$ cat config.mk
export PLATFORM = sky130hd
export DESIGN_NAME = rgb_led_scheduler_flat
export DESIGN_NICKNAME = d
export VERILOG_FILES = /design/src/rtl/rgb_led_scheduler_if.sv /design/src/rtl/rgb_led_scheduler.sv /design/src/flat_wrapper.sv
export SDC_FILE = /design/constraint.sdc
export NUM_CORES = 1
export LEC_CHECK = 0
export ABC_AREA = 1
export CAP_MARGIN = 30
export CORE_ASPECT_RATIO = 0.5
export CORE_UTILIZATION = 30
export CTS_CLUSTER_SIZE = 20
export DETAILED_ROUTE_END_ITERATION = 10
export PLACE_DENSITY_LB_ADDON = 0.15
export SETUP_SLACK_MARGIN = 0.4
export SKIP_LAST_GASP = 1
export SLEW_MARGIN = 15
export SYNTH_ARGS = -nofsm -noshare
export SYNTH_HDL_FRONTEND = slang
export SYNTH_SLANG_ARGS = --single-unit
export TNS_END_PERCENT = 20
$ cat constraint.sdc
create_clock -name clk -period 8.2 [get_ports clk]
set_clock_uncertainty 0.2 [all_clocks]
set_input_delay 2.46 -clock clk [delete_from_list [all_inputs] [get_ports clk]]
set_output_delay 2.46 -clock clk [all_outputs]
set_load 0.01 [all_outputs]
$ cat src/rtl/rgb_led_scheduler_if.sv
// rgb_led_scheduler_if
//   Groups the request side (req/color/bright) and the LED/status side
//   (LED_R/G/B, grant, busy) of the RGB LED scheduler into one bundle.
//   master : the requesters / driver side (drives req, color, bright)
//   slave  : the scheduler itself (drives LEDs, grant, busy)
//   req    [3:0]  per-requester LED request, bit i = requester i
//   color  [11:0] requester i color at [3i+2:3i], ordered {B,G,R}
//   bright [7:0]  global PWM duty, sampled at grant
//   LED_R/G/B     active-low LED drive (1 = off)
//   grant  [3:0]  one-hot current owner, 0 when nobody owns the LED
//   busy          high while showing or in the dark gap
interface rgb_led_scheduler_if;
  logic [3:0]  req;
  logic [11:0] color;
  logic [7:0]  bright;
  logic        LED_R;
  logic        LED_G;
  logic        LED_B;
  logic [3:0]  grant;
  logic        busy;

  modport master (
    output req, color, bright,
    input  LED_R, LED_G, LED_B, grant, busy
  );

  modport slave (
    input  req, color, bright,
    output LED_R, LED_G, LED_B, grant, busy
  );
endinterface

$ cat src/rtl/rgb_led_scheduler.sv
// rgb_led_scheduler
//   Time-shares one RGB LED between four requesters. A round-robin winner
//   owns the LED for SLOT_CYCLES (or until it drops its request), showing
//   its latched 3-bit color at the latched PWM brightness; every grant is
//   followed by GAP_CYCLES of darkness before the next arbitration.
//   Ports:
//     clk    system clock, rising edge
//     rst_n  asynchronous active-low reset
//     bus    rgb_led_scheduler_if.slave (req/color/bright in,
//            LED_R/G/B, grant, busy out)
//   All outputs come straight from flops (or from the state register for
//   busy), so there is no combinational path from the request inputs.

// One LED channel: a registered active-low drive. The flop is fed from the
// next-cycle values of state/color/brightness/PWM so that the registered
// output matches the current cycle's state without an extra cycle of lag.
module rgb_led_scheduler_chan (
  input  logic       clk,
  input  logic       rst_n,
  input  logic       show_d,
  input  logic       col_bit_d,
  input  logic [7:0] pwm_d,
  input  logic [7:0] bright_d,
  output logic       led_q
);
  logic led_d;

  always_comb begin
    led_d = ~(show_d & col_bit_d & (pwm_d < bright_d));
  end

  always_ff @(posedge clk or negedge rst_n) begin
    if (!rst_n) led_q <= 1'b1;
    else        led_q <= led_d;
  end
endmodule

module rgb_led_scheduler #(
  parameter int unsigned SLOT_CYCLES = 12000000,
  parameter int unsigned GAP_CYCLES  = 1200000
) (
  input  logic              clk,
  input  logic              rst_n,
  rgb_led_scheduler_if.slave bus
);
  localparam int SLOT_W = (SLOT_CYCLES > 1) ? $clog2(SLOT_CYCLES) : 1;
  localparam int GAP_W  = (GAP_CYCLES  > 1) ? $clog2(GAP_CYCLES)  : 1;
  localparam logic [SLOT_W-1:0] SLOT_LOAD = SLOT_W'(SLOT_CYCLES - 1);
  localparam logic [GAP_W-1:0]  GAP_LOAD  = GAP_W'(GAP_CYCLES - 1);

  typedef enum logic [1:0] {IDLE, SHOW, GAP} state_e;

  state_e            state_q, state_d;
  logic [3:0]        grant_q, grant_d;
  logic [1:0]        last_q,  last_d;
  logic [2:0]        col_q,   col_d;
  logic [7:0]        bright_q, bright_d;
  logic [7:0]        pwm_q,   pwm_d;
  logic [SLOT_W-1:0] slot_q,  slot_d;
  logic [GAP_W-1:0]  gap_q,   gap_d;

  logic       win_vld;
  logic [1:0] win_idx;
  logic [3:0] col_base;
  logic       do_grant;
  logic       show_d;
  logic [2:0] led_q;

  // Round-robin search last+1 .. last+4 (mod 4). Walking k downwards lets
  // the nearest requester overwrite farther ones, so the closest wins.
  always_comb begin
    win_vld = 1'b0;
    win_idx = last_q;
    for (int k = 4; k >= 1; k--) begin
      if (bus.req[last_q + 2'(k)]) begin
        win_vld = 1'b1;
        win_idx = last_q + 2'(k);
      end
    end
  end

  assign col_base = {2'b00, win_idx} * 4'd3;

  // Next-state / datapath. While in SHOW the owner index is last_q, since
  // last_q is updated with the winner at the moment of grant.
  always_comb begin
    state_d  = state_q;
    grant_d  = grant_q;
    last_d   = last_q;
    col_d    = col_q;
    bright_d = bright_q;
    slot_d   = slot_q;
    gap_d    = gap_q;
    pwm_d    = pwm_q + 8'd1;
    do_grant = 1'b0;

    case (state_q)
      IDLE: begin
        if (win_vld) do_grant = 1'b1;
      end
      SHOW: begin
        if ((slot_q == '0) || !bus.req[last_q]) begin
          state_d = GAP;
          grant_d = 4'b0000;
          slot_d  = '0;
          gap_d   = GAP_LOAD;
        end else begin
          slot_d = slot_q - 1'b1;
        end
      end
      GAP: begin
        if (gap_q == '0) begin
          if (win_vld) do_grant = 1'b1;
          else         state_d  = IDLE;
        end else begin
          gap_d = gap_q - 1'b1;
        end
      end
      default: begin
        state_d = IDLE;
        grant_d = 4'b0000;
      end
    endcase

    // Grant is common to the IDLE and end-of-GAP paths.
    if (do_grant) begin
      state_d  = SHOW;
      grant_d  = 4'b0001 << win_idx;
      last_d   = win_idx;
      col_d    = bus.color[col_base +: 3];
      bright_d = bus.bright;
      slot_d   = SLOT_LOAD;
    end
  end

  always_ff @(posedge clk or negedge rst_n) begin
    if (!rst_n) begin
      state_q  <= IDLE;
      grant_q  <= 4'b0000;
      last_q   <= 2'd3;   // requester 0 gets first priority after reset
      col_q    <= 3'b000;
      bright_q <= 8'd0;
      pwm_q    <= 8'd0;
      slot_q   <= '0;
      gap_q    <= '0;
    end else begin
      state_q  <= state_d;
      grant_q  <= grant_d;
      last_q   <= last_d;
      col_q    <= col_d;
      bright_q <= bright_d;
      pwm_q    <= pwm_d;
      slot_q   <= slot_d;
      gap_q    <= gap_d;
    end
  end

  assign show_d = (state_d == SHOW);

  // Channel 0 = R, 1 = G, 2 = B, matching the {B,G,R} color ordering.
  for (genvar c = 0; c < 3; c++) begin : g_chan
    rgb_led_scheduler_chan u_chan (
      .clk       (clk),
      .rst_n     (rst_n),
      .show_d    (show_d),
      .col_bit_d (col_d[c]),
      .pwm_d     (pwm_d),
      .bright_d  (bright_d),
      .led_q     (led_q[c])
    );
  end

  assign bus.LED_R = led_q[0];
  assign bus.LED_G = led_q[1];
  assign bus.LED_B = led_q[2];
  assign bus.grant = grant_q;
  assign bus.busy  = (state_q != IDLE);
endmodule

$ cat src/flat_wrapper.sv
// flat-port wrapper written by rule: the top's interface ports become plain ports
module rgb_led_scheduler_flat 
#(
  parameter int unsigned SLOT_CYCLES = 12000000,
  parameter int unsigned GAP_CYCLES  = 1200000
)
  (clk, rst_n, bus_req, bus_color, bus_bright, bus_LED_R, bus_LED_G, bus_LED_B, bus_grant, bus_busy);
  rgb_led_scheduler_if bus_i ();
  input  logic clk;
  input  logic rst_n;
  input wire logic [$bits(bus_i.req)-1:0] bus_req;
  input wire logic [$bits(bus_i.color)-1:0] bus_color;
  input wire logic [$bits(bus_i.bright)-1:0] bus_bright;
  output wire logic [$bits(bus_i.LED_R)-1:0] bus_LED_R;
  output wire logic [$bits(bus_i.LED_G)-1:0] bus_LED_G;
  output wire logic [$bits(bus_i.LED_B)-1:0] bus_LED_B;
  output wire logic [$bits(bus_i.grant)-1:0] bus_grant;
  output wire logic [$bits(bus_i.busy)-1:0] bus_busy;
  assign bus_i.req = bus_req;
  assign bus_i.color = bus_color;
  assign bus_i.bright = bus_bright;
  assign bus_LED_R = bus_i.LED_R;
  assign bus_LED_G = bus_i.LED_G;
  assign bus_LED_B = bus_i.LED_B;
  assign bus_grant = bus_i.grant;
  assign bus_busy = bus_i.busy;
  rgb_led_scheduler #(.SLOT_CYCLES(SLOT_CYCLES), .GAP_CYCLES(GAP_CYCLES)) u_core (.clk(clk), .rst_n(rst_n), .bus(bus_i));
endmodule
# Word-level counts from Yosys, hierarchy flattened
# Index checks and enable logic that the tools add are counted.
dict set report word_totals {
  regBits 75
  input_bits 26
  elab_cells 86
}
dict set report classes {
  addsub 6
  mul 1
  n_lt_le_gt_ge 5
  n_eq_ne 7
  shifts 2
  muxes 34
  bitwise 9
  reduce_logical 11
}
# cell n
set op_table {}
lappend op_table {{24-bit two-way mux} 3}
lappend op_table {{21-bit two-way mux} 2}
lappend op_table {{21-bit case mux with 2 select lines} 1}
lappend op_table {{24-bit zero test} 1}
lappend op_table {{24-bit by 1-bit subtractor with 24-bit output (second input constant)} 1}
lappend op_table {{21-bit zero test} 1}
lappend op_table {{21-bit by 1-bit subtractor with 21-bit output (second input constant)} 1}
lappend op_table {{2-bit two-way mux} 7}
lappend op_table {{2-bit by 3-bit less-than comparator with 1-bit output (second input constant)} 4}
lappend op_table {{12-bit by 5-bit variable part select with 3-bit output} 1}
lappend op_table {{1-bit two-way mux} 10}
lappend op_table {{8-bit by 1-bit adder with 8-bit output (second input constant)} 1}
lappend op_table {{1-bit binary-select mux with 2-bit select} 4}
lappend op_table {{8-bit less-than comparator} 1}
lappend op_table {{4-bit two-way mux} 2}
lappend op_table {{8-bit two-way mux} 1}
lappend op_table {{4-bit case mux with 2 select lines} 1}
lappend op_table {{1-bit AND} 6}
lappend op_table {{2-bit case mux with 3 select lines} 1}
lappend op_table {{2-bit nonzero test} 3}
lappend op_table {{2-bit adder (second input constant)} 2}
lappend op_table {{2-bit by 1-bit == test with 1-bit output (second input constant)} 2}
lappend op_table {{2-bit by 2-bit multiplier with 4-bit output (second input constant)} 1}
lappend op_table {{2-bit by 1-bit != test with 1-bit output (second input constant)} 2}
lappend op_table {{14 further kinds} 16}

# Longest topological paths before layout
# Gate-level depths: netlist of the first run.
dict set report logic_depth {
  word_depth 14
  depth_mapped 20
  ltp_nobuf 18
}

# Cells and area by module
# A second synthesis of the first run with hierarchy kept.
dict set report hier_totals {
  hier_cells 656
  hier_area_um2 4933.5
}
# module n_inst cells_per_inst area_each_um2 seq_area_each_um2
set by_module_without_submodules {}
lappend by_module_without_submodules {rgb_led_scheduler 1 542 4224.1 1804.2}
lappend by_module_without_submodules {rgb_led_scheduler_chan 3 38 236.5 26.3}

# Least setup slack after synthesis of the first run
# OpenSTA, ideal clock, no wires.
dict set report synth_timing {
  path_kind {input to register}
  startpoint {input bus_req[1]}
  endpoint {register u_core.g_chan[0].u_chan.led_q}
  setup_time_ps 95
  arrival_ps 4322
  required_time_ps 7905
  path_slack_ps 3584
  path_stages 16
  path_cell_list {inv_1 -> o21ai_1 -> nand2_1 -> nand2_2 -> nor2_2 -> nand2_2 -> nand2_4 -> buf_2 -> nand2_1 -> o21ai_1 -> inv_1 -> ha_1 -> a21oi_1 -> nor2_1 -> a211oi_1 -> nand3_1}
}
# element line_no
set synth_rtl {}
lappend synth_rtl {{start, declared} flat_wrapper.sv:11} ;# input wire logic [$bits(bus_i.req)-1:0] bus_req;
lappend synth_rtl {{1-bit binary-select mux with 2-bit select} rgb_led_scheduler.sv:75} ;# if (bus.req[last_q + 2'(k)]) begin
lappend synth_rtl {{1-bit two-way mux (implied by the code)} rgb_led_scheduler.sv:75}
lappend synth_rtl {{1-bit two-way mux (3 in a row)} rgb_led_scheduler.sv:75}
lappend synth_rtl {{1-bit two-way mux *} rgb_led_scheduler.sv:75}
lappend synth_rtl {{1-bit two-way mux *} {rgb_led_scheduler.sv:99, rgb_led_scheduler.sv:113}}
lappend synth_rtl {{1-bit two-way mux} rgb_led_scheduler.sv:112} ;# if (gap_q == '0) begin
lappend synth_rtl {{1-bit case mux with 2 select lines *} rgb_led_scheduler.sv:97} ;# case (state_q)
lappend synth_rtl {{8-bit two-way mux *} rgb_led_scheduler.sv:126} ;# if (do_grant) begin
lappend synth_rtl {{named net u_core.bright_d[5]} rgb_led_scheduler.sv:57} ;# logic [7:0] bright_q, bright_d;
lappend synth_rtl {{8-bit less-than comparator *} rgb_led_scheduler.sv:29} ;# led_d = ~(show_d & col_bit_d & (pwm_d < bright_d));
lappend synth_rtl {{1-bit AND *} rgb_led_scheduler.sv:29}
lappend synth_rtl {{1-bit inverter *} rgb_led_scheduler.sv:29}
lappend synth_rtl {{named net u_core.g_chan[0].u_chan.led_d} rgb_led_scheduler.sv:26} ;# logic led_d;
lappend synth_rtl {{end signal, assigned} rgb_led_scheduler.sv:34} ;# else led_q <= led_d;
lappend synth_rtl {{end, declared} rgb_led_scheduler.sv:24} ;# output logic led_q
# Mark *: on every way through the listed nets, which the timed path passes. The rest lies on a longest branch. The select of a mux whose other input is x is not followed.
# A chain may end at the register's enable or synchronous reset.

# Final worst setup path of the first run
dict set report layout_timing {
  startpoint {input bus_req[3]}
  endpoint {register u_core.g_chan[0].u_chan.led_q}
}
dict set report layout_between {
  elab_chain_cells 14
}
# element line_no
set layout_rtl {}
lappend layout_rtl {{parallel branches: the longest is 12 deep, another holds 2-bit by 2-bit multiplier with 4-bit output} --}
lappend layout_rtl {{1-bit AND *} rgb_led_scheduler.sv:29}
lappend layout_rtl {{1-bit inverter *} rgb_led_scheduler.sv:29}
lappend layout_rtl {{named net u_core.g_chan[0].u_chan.led_d} rgb_led_scheduler.sv:26}
# Mark *: on every way through the listed nets, which the timed path passes. The select of a mux whose other input is x is not followed.

==> out/metrics.yaml, run 1 <==
ctsResizeCount: 0
clk_pin_slew_ps: 70
synth-seq-area-share_pct: 42.0
via_per_inst: 4.62
die_w_um: 175
leakage_nw: 2.42
worst_pin_slew_ps: 528
cts_tree: "done"
worst-path-buf-inv: 3
slew_headroom_pct: 64.8
slowest_stage: "clkdlybuf4s50_1"
syn_area_mm2: 0.00448
grt_pass1_wl_um: 17100
end_kind: "register"
core_area_mm2: 0.0145
cp.arrival_ps: 5090
vias: 3754
detail-route-antenna-nets: 0
htreeDepth: 3
grt_start_max_net_pins: 45
routedWlPerCell_um: 12.5
drive_gt1_share_pct: 11.9
place_area_mm2: 0.00502
hold_viol: 0
cts_setup_buffers: 0
slowest_delay_ps: 420
numCtsBuffers: 9
gp_congestion: 0.783
tns_ps: 0
ir_drop_uv: 136
grt_pass1_vias: 3451
setup_violations: 0
final_cell_mix: "112 x nand2_1, 74 x inv_1, 70 x dfrtp_1"
cpMostUsedCell: "nand2_1"
ys_seq_elements: 75
synth_cell_types: 43
grt_util_all_layers_pct: 14.0
grt-ovfl-total: 0
totalWireLength_um: 10200
antenna_found_initial: 0
ys_warn_count: 0
finalPower_mw: 1.96
area.growth.synth_to_final_pct: 19.1
post-route-period-util_pct: 61.4
required_ps: 8250
cts_root_buffer: "clkbuf_16"
cts.sink_count: 75
dr.pass1.iters: 5
n_fill_cell: 1523
period_needed_ps: 5040
multi_input_area_mm2: 0.00222
avgSynthCellArea_um2: 7.82
dp.cells: 796
worstPathCellList: "clkdlybuf4s50_1 > inv_1 > nand2_1 > nand3_1 > nand2_1 > nor2_1 > nand2_2 > nand2_4 > inv_4 > or2_1 > o21ai_2 > ha_1 > nand2_1 > nor2_1 > a211oi_1 > nand3_1"
holdBufCountCts: 0
critical-path-top-delay-family: "simple AND/OR/NAND/NOR gates"
slew_violations: 0
nNetsFinal: 650
diodes: 0
drc: 0
io_buffer_count: 33
regArea_mm2: 0.00188
die_h_um: 88.4
finalNonFillerCells: 812
worstPathMaxFanout: 25
final_area_mm2: 0.00534
synthFlopType: "dfrtp_1"
synthArstFlopShare_pct: 100
rsz0062_at_grt: "no"
layout_commonest_cell: "nand2_1"
status: "finished, final reports clean"
start_util_pct: 30.8
crit_type: "primary input to register"
synth-edff-count: 0
rows: 31
drt_iter0_markers: 195
syn_nets: 614
maxCapViolCount: 0
dieArea_mm2: 0.0155
dp_hpwl_um: 7220
max_freq_ghz: 0.198
ios: 34
synth_cells: 573
power.density_mw_per_mm2: 367
clkLatencyLatePin_ps: 340
hp-class: "register to register"
cp-start-kind: "primary input"
cts_buffer_depth: 2
[worst reg2reg max path: stages, from the launching register on]
cell and delay (ps):
dfstp_2 640, inv_1 160, nand2_1 90, nand2_1 70
nand2_1 110, nand2_2 70, nor2_2 140, nand2_2 80
nand2_4 290, inv_4 160, or2_1 250, o21ai_2 60
ha_1 260, nand2_1 80, nor2_1 50, a211oi_1 330
nand3_1 140
[synth_stat cells, types with 9 or more instances]
master     n  share of area (%)
a21oi_1   27                3.0
a22oi_1   14                2.3
dfrtp_1   70                 39
ha_1      15                4.2
inv_1     74                6.2
nand2_1  112                9.4
nand3_1   44                4.9
nor2_1    61                5.1
nor2_2    11                1.5
o21ai_0   32                3.6
o21ai_2    9                1.8
xor2_1    13                2.5
[where the power goes]
group          internal (mW)  total (mW)  switching (mW)
registers              0.481       0.549          0.0679
clock network          0.269       0.438           0.169
logic                  0.330       0.975           0.645
total                   1.08        1.96           0.882
[layer usage]
metal / wire length (um) / share of wire, % / track usage (%) / vias to the layer above
met4: 106 / 1.0 / 4.51 / 0
met3: 307 / 3.0 / 3.35 / 8
met1: 5500 / 54 / 19.9 / 1746
met5: 0 / 0 / 0 / -
met2: 4240 / 42 / 21.0 / 55
li1: - / - / - / 1945
[path summary, 6_finish.rpt]
check / from / cells past startpoint / endpoint / slack (ps)
worst min-delay path: u_core.slot_q[22] / 1 / u_core.slot_q[22] / 270
worst max-delay path: bus_req[3] / 16 / u_core.g_chan[0].u_chan.led_q / 3160
worst min register to register: u_core.slot_q[22] / 1 / u_core.slot_q[22] / 270
max in group asynchronous: rst_n / 2 / u_core.last_q[0] / 5300
min in group asynchronous: rst_n / 1 / u_core.slot_q[6] / 1870
worst max register to register: u_core.last_q[0] / 16 / u_core.g_chan[0].u_chan.led_q / 4950
[final cells by class]
type	instances	share of cell area [%]
well taps	198	4.64
repair buffers	35	6.79
clock buffers	9	4.22
multi-input cells	407	41.5
inverters	81	5.74
clock inverters	7	1.85
flip-flops and latches	75	35.3
[per-stage QoR]
stage / worst slack (ps) / util (%) / hold slack (ps)
4_1_cts: 3150 / 36.7 / 275
3_5_place_dp: 2800 / 34.5 / 267
2_1_floorplan: 3580 / - / 240
5_1_grt: 2920 / 36.7 / 277
3_3_place_gp: 2830 / 34.3 / 265
6_report: 3160 / 36.7 / 268
[kinds of logic after synthesis]
| logic type | after synthesis | share of synthesized area, % |
|---|---|---|
| simple gates | 281 | 29.4 |
| compound gates | 97 | 13.1 |
| buf+inv | 91 | 8.54 |
| flops | 75 | 42.0 |
| fa+ha+maj | 15 | 4.19 |
| xor+xnor | 14 | 2.74 |
[flip-flops by register name, summed over array words and instances, names as in the netlist]
| signal | flops |
|---|---|
| u_core.bright_q | 8 |
| u_core.bus.grant | 4 |
| u_core.col_q | 3 |
| u_core.g_chan.u_chan.led_q | 3 |
| u_core.gap_q | 21 |
| u_core.last_q | 2 |
| u_core.pwm_q | 8 |
| u_core.slot_q | 24 |
| u_core.state_q | 2 |
Power figures use the tool's default switching activity.
==> run 2, diff against run 1 <==
==> constraint.sdc (replaced) <==
create_clock -name clk -period 4.9 [get_ports clk]
set_clock_uncertainty 0.2 [all_clocks]
set_input_delay 1.47 -clock clk [delete_from_list [all_inputs] [get_ports clk]]
set_output_delay 1.47 -clock clk [all_outputs]
set_load 0.01 [all_outputs]
==> run 2 against run 1 <==
  * Sequential power up 67%
  * Register-to-register slack worse by 3400 ps
  * Count of clock-buffer cells in the layout unchanged
  * First-iteration DRC count up 12%
  * Die area unchanged
  * Largest power group unchanged
  * Highest routed layer unchanged
==> out/metrics.yaml, run 2 (same netlist as run 1, synthesis figures left out) <==
status: "finished, final reports clean"
worst_pin_slew_ps: 725
grt_util_all_layers_pct: 14.3
cp-start-kind: "primary input"
cts_setup_buffers: 0
cts_root_buffer: "clkbuf_16"
numCtsBuffers: 9
dieArea_mm2: 0.0155
grt_pass1_vias: 3632
drt_iter0_markers: 219
rows: 31
cts_tree: "done"
detail-route-antenna-nets: 0
ios: 34
diodes: 0
tns_ps: 0
hp-class: "register to register"
reg_top3: "u_core.slot_q x24, u_core.gap_q x21"
final_cell_mix: "112 x nand2_1, 74 x inv_1, 70 x dfrtp_1"
cts.sink_count: 75
power.density_mw_per_mm2: 607
gp_congestion: 0.798
nNetsFinal: 651
rsz0062_at_grt: "no"
fin_ws_ps: 849
max_freq_ghz: 0.247
worstPathMaxFanout: 25
layout_commonest_cell: "nand2_1"
antenna_found_initial: 0
core_area_mm2: 0.0145
regMostFlops: "u_core.slot_q"
hold_viol: 0
via_per_inst: 4.58
crit_type: "primary input to register"
fin_hold_ws_ps: 270
totalWireLength_um: 10200
dp_hpwl_um: 7330
area.growth.synth_to_final_pct: 18.0
grt-ovfl-total: 0
start_util_pct: 30.8
cts_buffer_depth: 2
htreeDepth: 3
required_ps: 4950
io_buffer_count: 33
slew_violations: 0
ctsResizeCount: 0
die_w_um: 175
grt_pass1_wl_um: 17600
drive_gt1_share_pct: 12.0
holdBufCountCts: 0
clk_pin_slew_ps: 60
ir_drop_uv: 239
grt_start_max_net_pins: 55
cp.arrival_ps: 4110
drc: 0
slew_headroom_pct: 51.7
vias: 3725
largest_register_ffs: 24
die_h_um: 88.4
routedWlPerCell_um: 12.5
end_kind: "register"
maxCapViolCount: 0
leakage_nw: 2.39
period_needed_ps: 4050
post-route-period-util_pct: 82.7
clkLatencyLatePin_ps: 350
setup_violations: 0
dr.pass1.iters: 4
pre_cts_ws_ps: 480
## run 2: cell count changes in the layout (fill, tap and decap cells not counted)
cell	previous run	this run
inv_8	0	1
clkinvlp_4	1	3
buf_4	2	4
clkinv_4	1	0
clkinv_2	1	0
buf_16	1	0
inv_6	2	3
bufinv_16	2	0
## run 2: worst paths after layout
check                                   from  slack, ps  cells after the start                       endpoint
max reg2reg                 u_core.last_q[0]       1600                     16  u_core.g_chan[2].u_chan.led_q
max in group asynchronous              rst_n       2670                      2               u_core.last_q[0]
min in group asynchronous              rst_n        990                      1              u_core.slot_q[16]
min                        u_core.slot_q[22]        270                      1              u_core.slot_q[22]
min reg2reg                u_core.slot_q[22]        270                      1              u_core.slot_q[22]
max                               bus_req[3]        850                     16  u_core.g_chan[2].u_chan.led_q
## run 2: layout make-up
type	instances	area, um^2
clock inverter	7	60.1
sequential	75	1880
inverter	81	307
multi-input combinational	407	2220
timing repair buffer	36	350
tap	198	248
clock buffer	9	225
fill	1538	9260
## run 2: per-stage QoR
stage | power [mW] | instance area [um^2] | utilization (%) | std cells
floorplan | 2.20 | 4480 | - | 573
global placement | 2.57 | 5000 | 34.4 | 796
CTS | 3.24 | 5280 | 36.3 | 812
global route | 3.53 | 5290 | 36.4 | 813
finish | 3.21 | 5290 | 36.4 | 813
detailed placement | 2.58 | 5000 | 34.4 | 796
## run 2: critical path: stages
cell and delay [ps]:
clkdlybuf4s50_1 420, inv_1 70, nand2_1 60, nand3_1 110, nand2_1 70, nor2_1 180, nand2_2 100, nand2_4 290
inv_4 150, or2_1 250, o21ai_2 70, ha_1 260, nand2_1 80, nor2_1 50, a211oi_1 330, nand3_1 130
## run 2: per-layer routing
metal  track usage [%]  up-vias  part of all wire [%]
li1                  -     1945                     -
met1              20.1     1716                    56
met2              21.9       54                    40
met3              3.22       10                   2.8
met4              4.74        0                   1.3
met5                 0        -                     0
## run 2: where the power goes
group | total (mW) | internal, mW | switching [mW]
logic | 1.64 | 0.558 | 1.08
registers | 0.918 | 0.805 | 0.113
clock network | 0.652 | 0.352 | 0.300
==> run 3, diff against run 2 <==
==> constraint.sdc (replaced) <==
create_clock -name clk -period 3.4 [get_ports clk]
set_clock_uncertainty 0.2 [all_clocks]
set_input_delay 1.02 -clock clk [delete_from_list [all_inputs] [get_ports clk]]
set_output_delay 1.02 -clock clk [all_outputs]
set_load 0.01 [all_outputs]
==> run 3 against run 2 <==
  * Via count grew 4.2%
  * Critical path depth is 3 higher
  * Worst hold slack improved by 1.9 ps
  * Sequential power up 43%
  * Routed wire length is 6.7% higher
  * Register-to-register slack worse by 990 ps
  * Cell count rose by 4.3%
  * Combinational power increased by 82%
  * Sequential share of layout area down 2.5 points
  * Clock power rose by 61%
  * Non-clock buffer count rose by 35
  * Critical endpoint is now u_core.g_chan[0].u_chan.led_q
  * Highest routed layer unchanged
==> out/metrics.yaml, run 3 (same netlist as run 1, synthesis figures left out) <==
cts_tree: "done"
final_cell_mix: "102 x nand2_1, 72 x inv_1, 69 x dfrtp_1"
ir_drop_uv: 342
worst-path-buf-inv: 4
nNetsFinal: 686
max_freq_ghz: 0.351
drc: 0
regMostFlops: "u_core.slot_q"
finalPower_mw: 5.35
p_clk_share_pct: 19.6
gp_congestion: 0.782
diodes: 0
sw_frac_of_total_pct: 43.1
multi_input_area_mm2: 0.00232
critical-path-top-delay-family: "simple AND/OR/NAND/NOR gates"
status: "finished, final reports clean"
largest_register_ffs: 24
fin_ws_ps: 554
crit_type: "primary input to register"
n_fill_cell: 1510
worstPathMaxFanout: 7
dp_hpwl_um: 7910
htreeDepth: 3
slowest_delay_ps: 250
final_area_mm2: 0.00570
clkLatencyLatePin_ps: 330
period_needed_ps: 2850
clk_pin_slew_ps: 60
required_ps: 3440
vias: 3882
maxCapViolCount: 0
slew_violations: 0
combPwrFrac_pct: 55.9
grt_pass1_vias: 3689
die_h_um: 88.4
rows: 31
post-route-period-util_pct: 83.7
antenna_found_initial: 0
detail-route-antenna-nets: 0
cts.sink_count: 75
drive_gt1_share_pct: 20.9
p_int_mw: 3.04
routedWlPerCell_um: 12.8
cts_root_buffer: "clkbuf_16"
cp.arrival_ps: 2890
hold_viol: 0
layout_commonest_cell: "nand2_1"
drt_iter0_markers: 153
start_util_pct: 30.8
numCtsBuffers: 9
cp-start-kind: "primary input"
ios: 34
end_kind: "register"
regArea_mm2: 0.00188
worstPathCellList: "clkbuf_2 > inv_1 > nand2_2 > nand3_2 > nand2_2 > nor2_4 > nand2_2 > nand2_4 > inv_4 > buf_4 > or2_1 > o21ai_2 > ha_1 > nand2_1 > nand2_1 > nand2_1 > nand2_1 > nand2_2 > nand3_2"
dieArea_mm2: 0.0155
grt-ovfl-total: 0
cts_buffer_depth: 2
setup_violations: 0
hp-class: "register to register"
die_w_um: 175
slowest_stage: "ha_1"
grt_util_all_layers_pct: 14.8
grt_pass1_wl_um: 18100
core_area_mm2: 0.0145
grt_start_max_net_pins: 35
area.growth.synth_to_final_pct: 27.0
pre_cts_ws_ps: -146
seq_power_share_pct: 24.5
worst_pin_slew_ps: 484
place_area_mm2: 0.00520
p_sw_mw: 2.30
fin_hold_ws_ps: 272
rsz0062_at_grt: "yes"
tns_ps: 0
io_buffer_count: 33
via_per_inst: 4.58
power.density_mw_per_mm2: 939
totalWireLength_um: 10900
slew_headroom_pct: 67.8
leakage_nw: 2.62
reg_top3: "u_core.slot_q x24, u_core.gap_q x21"
dr.pass1.iters: 4
-- run 3: cell count changes in the layout (fill, tap and decap cells not counted), moves of 3 or more --
cell	before	now
buf_4	4	37
nand2_1	112	102
nand2_2	8	18
nand3_1	44	38
nand3_2	3	9
clkdlybuf4s50_1	32	27
clkbuf_2	0	4
inv_6	3	0
-- run 3: metal layers --
metal / vias to the layer above / track usage [%] / part of all wire, %
li1: 2013 / - / -
met1: 1806 / 21.0 / 53
met2: 55 / 23.2 / 43
met3: 8 / 3.09 / 3.4
met4: 0 / 3.72 / 0.74
met5: - / 0 / 0
-- run 3: area by class of cell --
class                           count  share of cell area [%]
Clock buffer                       11                    4.26
Clock inverter                      5                    1.36
Inverter                           81                    5.38
Multi-Input combinational cell    407                    40.8
Sequential cell                    75                    33.1
Tap cell                          198                    4.35
Timing Repair Buffer               71                    10.7
-- run 3: through the flow --
stage	instances	utilization, %
floorplan	573	-
global placement	821	35.8
detailed placement	821	35.8
CTS	844	38.5
global route	848	39.2
finish	848	39.2
-- run 3: path summary, 6_finish.rpt --
path / start / endpoint / slack, ps / depth (start not counted)
min reg2reg: u_core.slot_q[22] / u_core.slot_q[22] / 270 / 1
min in group asynchronous: rst_n / u_core.gap_q[19] / 450 / 1
max: bus_req[0] / u_core.g_chan[0].u_chan.led_q / 550 / 19
max in group asynchronous: rst_n / u_core.g_chan[0].u_chan.led_q / 1870 / 2
min: u_core.slot_q[22] / u_core.slot_q[22] / 270 / 1
max reg2reg: u_core.gap_q[12] / u_core.g_chan[1].u_chan.led_q / 610 / 14
-- run 3: repair_timing --
| item | in CTS | in global routing |
|---|---|---|
| setup buffers | 7 | 4 |
| pin swaps | 15 | 16 |
| setup endpoints to repair | 23 | 4 |
| gates resized for setup | 12 | 30 |
| hold buffers | 0 | 0 |
-- run 3: worst register-to-register path, delay by kind of cell, from the launching register on --
family / cells / cell delay [ps]
simple gates: 9 / 1130
fa+ha+maj: 1 / 230
flops: 1 / 440
compound gates: 2 / 440
buf+inv: 2 / 270
-- run 3: power groups by stage --
stage               logic (mW)  clock network (mW)  registers (mW)
finish                    2.99                1.05            1.31
global route              3.39                1.11            1.35
CTS                       2.86                1.07            1.33
detailed placement        2.73                   0            1.34
global placement          2.71                   0            1.34
floorplan                 1.90                   0            1.29
